==> config.mk <==
export PLATFORM = sky130hd
export DESIGN_NAME = aes_host_seq
export DESIGN_NICKNAME = d
export VERILOG_FILES = /design/src/rtl/aes_host_seq.sv
export SDC_FILE = /design/constraint.sdc
export NUM_CORES = 1
export LEC_CHECK = 0
export CORE_UTILIZATION = 24
export CTS_CLUSTER_DIAMETER = 200
export CTS_CLUSTER_SIZE = 10
export DETAILED_ROUTE_END_ITERATION = 10
export PLACE_DENSITY = 0.5
export SLEW_MARGIN = 20
export SYNTH_ARGS = -nofsm -noshare
export SYNTH_HDL_FRONTEND = slang
export SYNTH_SLANG_ARGS = --single-unit
==> constraint.sdc <==
create_clock -name clk -period 6.8 [get_ports clk]
set_input_delay 1.36 -clock clk [delete_from_list [all_inputs] [get_ports clk]]
set_output_delay 1.36 -clock clk [all_outputs]
set_load 0.02 [all_outputs]
==> src/rtl/aes_host_seq.sv <==
// Byte-serial host sequencer for the 8-bit aestop AES core.
// Define AES_SEQ_KEEPKEY_EN to keep the key loaded across blocks.
module aes_host_seq #(
  parameter int CORE_LAT  = 13,
  parameter int KEY_BYTES = 16
) (
  input  logic         clk,
  input  logic         rst,
  input  logic         key_vld,
  input  logic [127:0] key_in,
  output logic         key_rdy,
  input  logic         blk_vld,
  input  logic [127:0] blk_in,
  input  logic         blk_mode,
  output logic         blk_rdy,
  output logic         res_vld,
  output logic [127:0] res_data,
  input  logic         res_rdy,
  output logic         key_loaded,
  output logic [7:0]   core_din,
  output logic         core_loadkey,
  output logic         core_load_shift,
  output logic         core_staenc,
  output logic         core_stadec,
  input  logic [7:0]   core_dout
);

  localparam int LW = (CORE_LAT > 1) ? $clog2(CORE_LAT) : 1;
  localparam logic [LW-1:0] LAT_END = LW'(CORE_LAT - 1);
  localparam logic [3:0]    LAST    = 4'(KEY_BYTES - 1);

  typedef enum logic [2:0] {
    IDLE, LDKEY, LDBLK, START, WAIT, SHOUT, HOLD
  } state_t;

  state_t        r_state;
  logic [3:0]    r_cnt;
  logic [LW-1:0] r_lat;
  logic [127:0]  r_sh;
  logic [127:0]  r_res;
  logic          r_mode;
  logic          r_kl;
  logic [7:0]    r_din;
  logic          r_loadkey;
  logic          r_ldsh;
  logic          r_staenc;
  logic          r_stadec;
  logic          r_resvld;
  logic [7:0]    r_dout;
  logic          r_cap;
  logic [3:0]    r_widx;
  logic          w_idle;

  assign w_idle          = (r_state == IDLE);
  assign key_rdy         = w_idle & rst;
  assign blk_rdy         = w_idle & r_kl & ~key_vld;
  assign res_vld         = r_resvld;
  assign res_data        = r_res;
  assign key_loaded      = r_kl;
  assign core_din        = r_din;
  assign core_loadkey    = r_loadkey;
  assign core_load_shift = r_ldsh;
  assign core_staenc     = r_staenc;
  assign core_stadec     = r_stadec;

  always_ff @(posedge clk or negedge rst) begin
    if (!rst) begin
      r_state   <= IDLE;
      r_cnt     <= '0;
      r_lat     <= '0;
      r_sh      <= '0;
      r_res     <= '0;
      r_mode    <= 1'b0;
      r_kl      <= 1'b0;
      r_din     <= '0;
      r_loadkey <= 1'b0;
      r_ldsh    <= 1'b0;
      r_staenc  <= 1'b0;
      r_stadec  <= 1'b0;
      r_resvld  <= 1'b0;
      r_dout    <= '0;
      r_cap     <= 1'b0;
      r_widx    <= '0;
    end else begin
      // core_dout is registered once, so byte k lands one cycle after SHOUT k
      r_dout <= core_dout;
      r_cap  <= (r_state == SHOUT);
      r_widx <= r_cnt;
      if (r_cap) begin
        r_res[{r_widx, 3'b000} +: 8] <= r_dout;
        if (r_widx == LAST) r_resvld <= 1'b1;
      end
      unique case (r_state)
        IDLE: begin
          if (key_vld) begin
            r_state   <= LDKEY;
            r_sh      <= key_in;
            r_cnt     <= '0;
            r_kl      <= 1'b0;
            r_loadkey <= 1'b1;
            r_din     <= key_in[7:0];
          end else if (blk_vld && r_kl) begin
            r_state <= LDBLK;
            r_sh    <= blk_in;
            r_mode  <= blk_mode;
            r_cnt   <= '0;
            r_ldsh  <= 1'b1;
            r_din   <= blk_in[7:0];
          end
        end
        LDKEY: begin
          r_sh <= r_sh >> 8;
          if (r_cnt == LAST) begin
            r_state   <= IDLE;
            r_loadkey <= 1'b0;
            r_din     <= '0;
            r_kl      <= 1'b1;
          end else begin
            r_cnt <= r_cnt + 4'd1;
            r_din <= r_sh[15:8];
          end
        end
        LDBLK: begin
          r_sh <= r_sh >> 8;
          if (r_cnt == LAST) begin
            r_state  <= START;
            r_ldsh   <= 1'b0;
            r_din    <= '0;
            r_staenc <= ~r_mode;
            r_stadec <= r_mode;
          end else begin
            r_cnt <= r_cnt + 4'd1;
            r_din <= r_sh[15:8];
          end
        end
        START: begin
          r_state  <= WAIT;
          r_staenc <= 1'b0;
          r_stadec <= 1'b0;
          r_lat    <= '0;
        end
        WAIT: begin
          if (r_lat == LAT_END) begin
            r_state <= SHOUT;
            r_ldsh  <= 1'b1;
            r_cnt   <= '0;
          end else begin
            r_lat <= r_lat + 1'b1;
          end
        end
        SHOUT: begin
          if (r_cnt == LAST) begin
            r_state <= HOLD;
            r_ldsh  <= 1'b0;
          end else begin
            r_cnt <= r_cnt + 4'd1;
          end
        end
        HOLD: begin
          if (r_resvld && res_rdy) begin
            r_state  <= IDLE;
            r_resvld <= 1'b0;
`ifndef AES_SEQ_KEEPKEY_EN
            r_kl     <= 1'b0;
`endif
          end
        end
        default: r_state <= IDLE;
      endcase
    end
  end

endmodule

Word level (Yosys, flattened, before mapping)
Cells that the tools add are included.
{"block": "totals", "elab_cells": 111, "in_bits": 270, "reg_bits": 295, "output_inout_bits": 144}
{"block": "classes", "shift": 2, "muxes": 42, "addsub": 3, "n_reduce_logical": 22, "bitwise": 5, "n_eq_ne": 21}
{"cell": "$mux 128", "count": 2}
{"cell": "$pmux 128 s2", "count": 1}
{"cell": "$bwmux 128", "count": 1}
{"cell": "$shift 8x9->128 const A", "count": 1}
{"cell": "$shiftx 8x9->128", "count": 1}
{"cell": "$mux 8", "count": 3}
{"cell": "$mux 3", "count": 7}
{"cell": "$pmux 3 s7", "count": 1}
{"cell": "$mux 4", "count": 5}
{"cell": "$ne 2x2->1 const B", "count": 8}
{"cell": "$pmux 8 s2", "count": 1}
{"cell": "$mux 1", "count": 14}
{"cell": "$eq 4x4->1 const B", "count": 3}
{"cell": "$pmux 4 s3", "count": 1}
{"cell": "$eq 3x3->1 const B", "count": 3}
{"cell": "$neg 7->9", "count": 1}
{"cell": "$reduce_bool 3->1", "count": 3}
{"cell": "$add 4x1->4 const B", "count": 2}
{"cell": "$pmux 4 s2", "count": 1}
{"cell": "$reduce_and 4->1", "count": 2}
{"cell": "$reduce_bool 2->1", "count": 4}
{"cell": "$eq 3x2->1 const B", "count": 2}
{"cell": "$ne 2x1->1 const B", "count": 3}
{"cell": "$pmux 1 s2", "count": 3}
{"cell": "other kinds (13)", "count": 22}

Logic depth before layout (Yosys ltp)
Gate-level depths: netlist of the first run.
{"block": "logic_depth", "depth_word": 5, "mapped_depth": 9, "mapped_depth_nobuf": 6}

Least setup slack after synthesis of the first run
OpenSTA, ideal clock, no wires.
{"block": "synth_timing", "path_type": "input to output", "from": "in rst", "to": "out key_rdy", "n_path_buf": 0, "arrival_time_ns": 2.074, "stages": 1, "required_time_ns": 5.440, "setup_slack_ns": 3.366, "path_cell_list": "nor4b_1"}
{"block": "synth_via", "elab_chain_len": 1}
{"item": "start: declaration", "line": "8", "text": "input logic rst,"}
{"item": "$and 1x1->1", "line": "55", "text": "assign key_rdy = w_idle & rst;"}
{"item": "end: declaration", "line": "11", "text": "output logic key_rdy,"}
Every way passes these cells.

Final worst setup path of the first run
{"block": "layout_timing", "from": "in key_vld", "to": "out blk_rdy"}
{"block": "layout_via", "elab_chain_len": 2}
{"item": "start: declaration", "line": "9", "text": "input logic key_vld,"}
{"item": "$not 1->1 (no source line)"}
{"item": "$and 1x1->1", "line": "56", "text": "assign blk_rdy = w_idle & r_kl & ~key_vld;"}
{"item": "end: declaration", "line": "15", "text": "output logic blk_rdy,"}
Every way passes these cells.

==> flow_summary_export.csv, run 1 <==
group,metric,value,unit
sta,hold_viol,0,
clock_network,cts-resized-gates,0,
run,maxCapViolCount,0,
power_and_ir_drop,p_leak,8.07,nW
layout,final_area,19700,um^2
die,rows,88,
logic_synthesis,synth_edf_count,0,
clock_network,cts_setup_buffers,0,
clock_network,clock_sinks,287,
die,pin_count,414,
power_and_ir_drop,peakVddDrop,0.000385,V
sta,fin_crit,4.30,ns
logic_synthesis,syn_area_per_cell,11.3,um^2
sta,period_share,63.2,%
detailed_routing,wl,43100,um
clock_network,path_clk_slew,0.05,ns
global_routing,grt_pass1_vias,10700,
setup_path,timing.rr.end,"res_data[8]",
sta,max-slew-margin-rel,22.5,%
placement,place_area,18800,um^2
logic_synthesis,synthesis.nets,1512,
logic_synthesis,ys_ff_latch,287,
logic_synthesis,synth_area,14000,um^2
logic_synthesis,synthCells,1237,
clock_network,htreeDepth,2,
layout,synthToLayoutAreaGrowth,40.2,%
detailed_routing,vias,10500,
clock_network,clock-root-buffer,"clkbuf_16",
detailed_routing,drt_iter0_markers,477,
layout,antennaDiodeCount,0,
layout,nFillCells,5849,
clock_network,cts_buffers,34,
min_path,hold-path-endpoint,"r_widx[1]",
sta,setup_viol,0,
setup_path,start_kind,"input pin",
sta,rsz0062_at_grt,"false",
sta,fin_setup_tns,0,ns
clock_network,clockBufferDepth,3,
die,die-area,59400,um^2
die,die_w,244,um
logic_synthesis,synthFlopType,"dfrtp_1",
logic_synthesis,netlist.area_leader.share,51.2,%
placement,io_buffers,413,
detailed_routing,ant_nets,0,
logic_synthesis,async_flop_share,100,%
sta,worst_pin_slew,1.16,ns
die,initial_utilization,24.3,%
setup_path,arrival,2.94,ns
setup_path,reg2reg_slack,3.73,ns
setup_path,crit_required,5.44,ns
logic_synthesis,yosysWarnings,0,
sta,clock_skew,0.0250,ns
detailed_routing,drc_errors,0,
sta,maxSlewViolCount,0,
logic_synthesis,ys_types,51,
setup_path,crit_fanout,46,
layout,final_net_count,1881,
setup_path,crit_type,"input pin to output pin",
logic_synthesis,yosysTopAreaCell,"dfrtp_1",
layout,final_cell_mix,"411 x clkdlybuf4s50_1, 287 x dfrtp_1, 214 x mux2_2",
detailed_routing,wl_per_cell,18.2,um
detailed_routing,drt_pass1_iterations,5,
min_path,hp-class,"register to register",
global_routing,grt_pass1_wl,65200,um
placement,place.gp.congestion,0.777,
min_path,worstHoldStart,"r_cnt[1]",
logic_synthesis,synth.top_cells.by_area,"dfrtp_1 51%, mux2_2 17%, mux2i_1 10%, nand2_1 5.0%, o21ai_0 3.1%",
setup_path,reg2reg_depth,6,
layout,layout-drive-gt1-share,16.9,%
clock_network,clkLatencyLatePin,0.53,ns
min_path,hold_path_depth,0,
global_routing,grt_usage,14.3,%
global_routing,grt_max_degree,235,
outcome,status,"complete, no violations",
setup_path,r2r-start,"r_widx[0]",
die,die_y,244,um
detailed_routing,vias_per_cell,4.43,
global_routing,grt-ovfl-total,0,
sta,max_freq,233,MHz
layout,final_common_cell,"clkdlybuf4s50_1",
clock_network,postCtsHoldBufs,0,
die,coreArea,57700,um^2
power_and_ir_drop,powerDensity,403,nW/um^2
logic_synthesis,yosysSeqAreaShare,51.2,%
global_routing,grt_antenna_before_repair,2,
placement,dp_hpwl,31000,um
setup_path,critPathCaptureType,"output pin",
clock_network,cts_tree,"done",
## layer usage
metal / up-vias / part of all wire (%) / global-route usage, % / routed length [um]
met5: - / 0.063 / 0 / 27
met4: 4 / 1.6 / 3.13 / 683
met3: 50 / 5.8 / 3.38 / 2500
met2: 320 / 47 / 23.7 / 20400
met1: 5054 / 45 / 18.7 / 19500
li1: 5071 / - / - / -
## per-stage QoR
step / std cells / util (%) / setup WS [ns] / power, mW / hold WS (ns)
5_1_grt: 2372 / 34.1 / 2.39 / 8.50 / 0.449
6_report: 2372 / 34.1 / 2.50 / 7.92 / 0.427
3_3_place_gp: 2335 / 32.5 / 2.44 / 6.33 / 0.418
2_1_floorplan: 1237 / - / 3.37 / 5.12 / 0.391
4_1_cts: 2372 / 34.1 / 2.45 / 8.08 / 0.430
3_5_place_dp: 2335 / 32.5 / 2.47 / 6.42 / 0.416
## synthesized netlist by cell type, drive strengths merged, types with 5 or more instances
| library cell | count |
|---|---|
| o31ai | 10 |
| ha | 5 |
| mux2i | 146 |
| and3 | 19 |
| nand2 | 186 |
| dfrtp | 287 |
| nand3 | 11 |
| inv | 26 |
| nor2 | 20 |
| and2 | 5 |
| o21ai | 155 |
| buf | 43 |
| clkbuf | 43 |
| mux2 | 214 |
| nand4 | 5 |
| nor2b | 5 |
| nand2b | 7 |
| a21oi | 10 |
## flip-flops by register name, summed over array words and instances (netlist names)
register and flops:
core_din 8, core_load_shift 1, core_loadkey 1, core_stadec 1, core_staenc 1, key_loaded 1
r_cap 1, r_cnt 4, r_dout 8, r_lat 4, r_mode 1, r_sh 120
r_state 3, r_widx 4, res_data 128, res_vld 1
## area by class of cell
class                   instances  area, um^2  share of cell area, %
well taps                     765         957                   4.87
multi-input cells             838        6300                   32.0
clock inverters                 2        13.8                 0.0700
clock buffers                  35         876                   4.46
flip-flops and latches        287        7180                   36.5
repair buffers                419        4240                   21.5
inverters                      26        97.6                  0.496
## power by group
group | internal (mW) | total (mW) | leakage, nW | switching, mW
sequential | 2.40 | 2.90 | 3.47 | 0.501
combinational | 1.57 | 3.43 | 4.16 | 1.85
clock | 0.907 | 1.59 | 0.440 | 0.687
## how the worst max path moves through the flow
stage | end | startpoint | slack, ns
2_1_floorplan | key_rdy | rst | 3.37
3_3_place_gp | key_rdy | rst | 2.44
3_5_place_dp | key_rdy | rst | 2.47
4_1_cts | key_rdy | rst | 2.45
5_1_grt | key_rdy | rst | 2.39
6_report | blk_rdy | key_vld | 2.50
## worst max-delay path, cell delays in order
cell and delay, ns:
buf_6 0.20, nor4_1 0.50, and2_1 0.21, clkdlybuf4s50_1 0.60
## logic make-up after synthesis
| kind of cell | Yosys count | share of synthesized area (%) |
|---|---|---|
| simple gates | 271 | 8.49 |
| fa+ha+maj | 5 | 0.446 |
| flops | 287 | 51.2 |
| buf+inv | 112 | 4.11 |
| xor+xnor | 3 | 0.187 |
| mux | 360 | 27.6 |
| compound gates | 199 | 7.94 |
(Power assumes the default switching activity.)
==> run 2: changes to the inputs <==
- PLACE_DENSITY: 0.5 -> 0.52
- clock period: 6.8 -> 3.5 ns (I/O delays scaled with it)
==> run 2 against run 1 <==
Final area up 0.69%. Global-route usage up 0.41 points. Largest power group unchanged. Critical path type is now register to output pin. First-iteration DRC count up 6.7%. Power up 96%. Core utilization up 0.23 points. Register-to-register slack worse by 2.9 ns. Count of clock-buffer cells in the layout unchanged. Non-clock buffer count up 14. Cell count up 0.59%. Flip-flop and latch count unchanged.
==> flow_summary_export.csv, run 2 (synthesized netlist as in run 1, its figures left out) <==
group,metric,value,unit
global_routing,grt_pass1_wl,67200,um
global_routing,grt_antenna_before_repair,0,
die,coreArea,57700,um^2
sta,rsz0062_at_grt,"false",
clock_network,clockBufferDepth,3,
detailed_routing,wl_per_cell,18.3,um
layout,synthToLayoutAreaGrowth,41.2,%
layout,nFillCells,5889,
layout,post-route-util,34.3,%
clock_network,cts-resized-gates,0,
outcome,status,"complete, no violations",
detailed_routing,drt_pass1_iterations,5,
clock_network,htreeDepth,2,
die,initial_utilization,24.3,%
layout,regArea,7180,um^2
layout,instances_no_fill,2386,
die,die_y,244,um
power_and_ir_drop,powerDensity,786,nW/um^2
detailed_routing,drt_iter0_markers,509,
clock_network,clock-root-buffer,"clkbuf_16",
setup_path,critPathCaptureType,"output pin",
placement,place.gp.congestion,0.785,
detailed_routing,wl,43700,um
global_routing,grt_usage,14.7,%
sta,max-slew-margin-rel,37.2,%
die,rows,88,
sta,hold_viol,0,
run,maxCapViolCount,0,
layout,final_cell_mix,"411 x clkdlybuf4s50_1, 287 x dfrtp_1, 214 x mux2_2",
power_and_ir_drop,switching_share,38.4,%
layout,multiInputGateArea,6290,um^2
min_path,hp-class,"input pin to asynchronous set/reset pin",
sta,clock_skew,0.0243,ns
sta,period_share,92.4,%
layout,largest_register_ff_count,128,
die,pin_count,414,
sta,fin_crit,3.23,ns
die,die-area,59400,um^2
power_and_ir_drop,power.share.combinational,44.1,%
sta,max_freq,309,MHz
sta,setup_ws,0.266,ns
layout,antennaDiodeCount,0,
global_routing,grt_pass1_vias,11100,
detailed_routing,vias,10600,
placement,placed_cells,2348,
power_and_ir_drop,p_clk_share,20.0,%
power_and_ir_drop,p_int,9.59,mW
clock_network,cts_setup_buffers,0,
setup_path,arrival,2.53,ns
clock_network,cts_buffers,34,
placement,dp_hpwl,31900,um
setup_path,crit_required,2.80,ns
placement,dp_slack,0.597,ns
layout,layout-drive-gt1-share,17.5,%
detailed_routing,vias_per_cell,4.45,
clock_network,path_clk_slew,0.06,ns
clock_network,cts_tree,"done",
setup_path,start_kind,"register",
setup_path,crit_type,"register to output pin",
power_and_ir_drop,power_frac_seq,35.9,%
layout,final_common_cell,"clkdlybuf4s50_1",
placement,io_buffers,413,
global_routing,grt-ovfl-total,0,
layout,final_net_count,1895,
clock_network,clkLatencyLatePin,0.54,ns
detailed_routing,drc_errors,0,
power_and_ir_drop,p_leak,8.15,nW
sta,worst_pin_slew,0.942,ns
clock_network,postCtsHoldBufs,0,
clock_network,clock_sinks,287,
power_and_ir_drop,switchingPower,5.97,mW
detailed_routing,ant_nets,0,
power_and_ir_drop,peakVddDrop,0.000637,V
sta,fin_setup_tns,0,ns
sta,maxSlewViolCount,0,
setup_path,crit_fanout,10,
power_and_ir_drop,finalPower,15.6,mW
global_routing,grt_max_degree,142,
sta,setup_viol,0,
die,die_w,244,um
-- run 2: final timing paths --
| path | slack, ns | from | endpoint | cells past startpoint |
|---|---|---|---|---|
| hold / removal | 0.30 | rst | res_data[127] | 2 |
| max in group asynchronous | 1.63 | rst | r_sh[76] | 3 |
| min in group clk | 0.45 | r_cnt[1] | r_widx[1] | 0 |
| setup / recovery | 0.27 | r_state[2] | blk_rdy | 3 |
| setup reg to reg | 0.83 | r_widx[0] | res_data[115] | 6 |
| hold reg to reg | 0.45 | r_cnt[1] | r_widx[1] | 0 |
-- run 2: final cells by class --
type / count / share of cell area, %
Clock inverter: 2 / 0.0695
Tap cell: 765 / 4.84
Sequential cell: 287 / 36.3
Timing Repair Buffer: 433 / 22.1
Inverter: 26 / 0.493
Multi-Input combinational cell: 838 / 31.8
Clock buffer: 35 / 4.43
-- run 2: worst max-delay path, stage by stage (launching register included) --
cell and delay [ns]:
dfrtp_1 0.50, nor4_1 0.68, and2_1 0.22, clkdlybuf4s50_1 0.60
-- run 2: through the flow --
stage          hold slack (ns)  area [um^2]
3_5_place_dp             0.456        18900
2_1_floorplan            0.391        14000
6_report                 0.297        19800
5_1_grt                  0.360        19800
4_1_cts                  0.343        19800
3_3_place_gp             0.462        18900
-- run 2: layer usage --
metal,GRT usage [%],up-vias,wire [um]
met5,0,-,0
met2,24.7,371,20900
met3,3.04,52,2640
met4,3.99,0,837
met1,19.0,5098,19300
li1,-,5096,-
-- run 2: power groups by stage --
stage | sequential [mW] | clock, mW | combinational (mW)
final | 5.59 | 3.11 | 6.87
after detailed placement | 5.67 | 0 | 6.98
after global routing | 5.79 | 3.36 | 7.59
after floorplan | 5.97 | 0 | 3.98
after CTS | 5.63 | 3.26 | 6.99
after global placement | 5.63 | 0 | 6.88
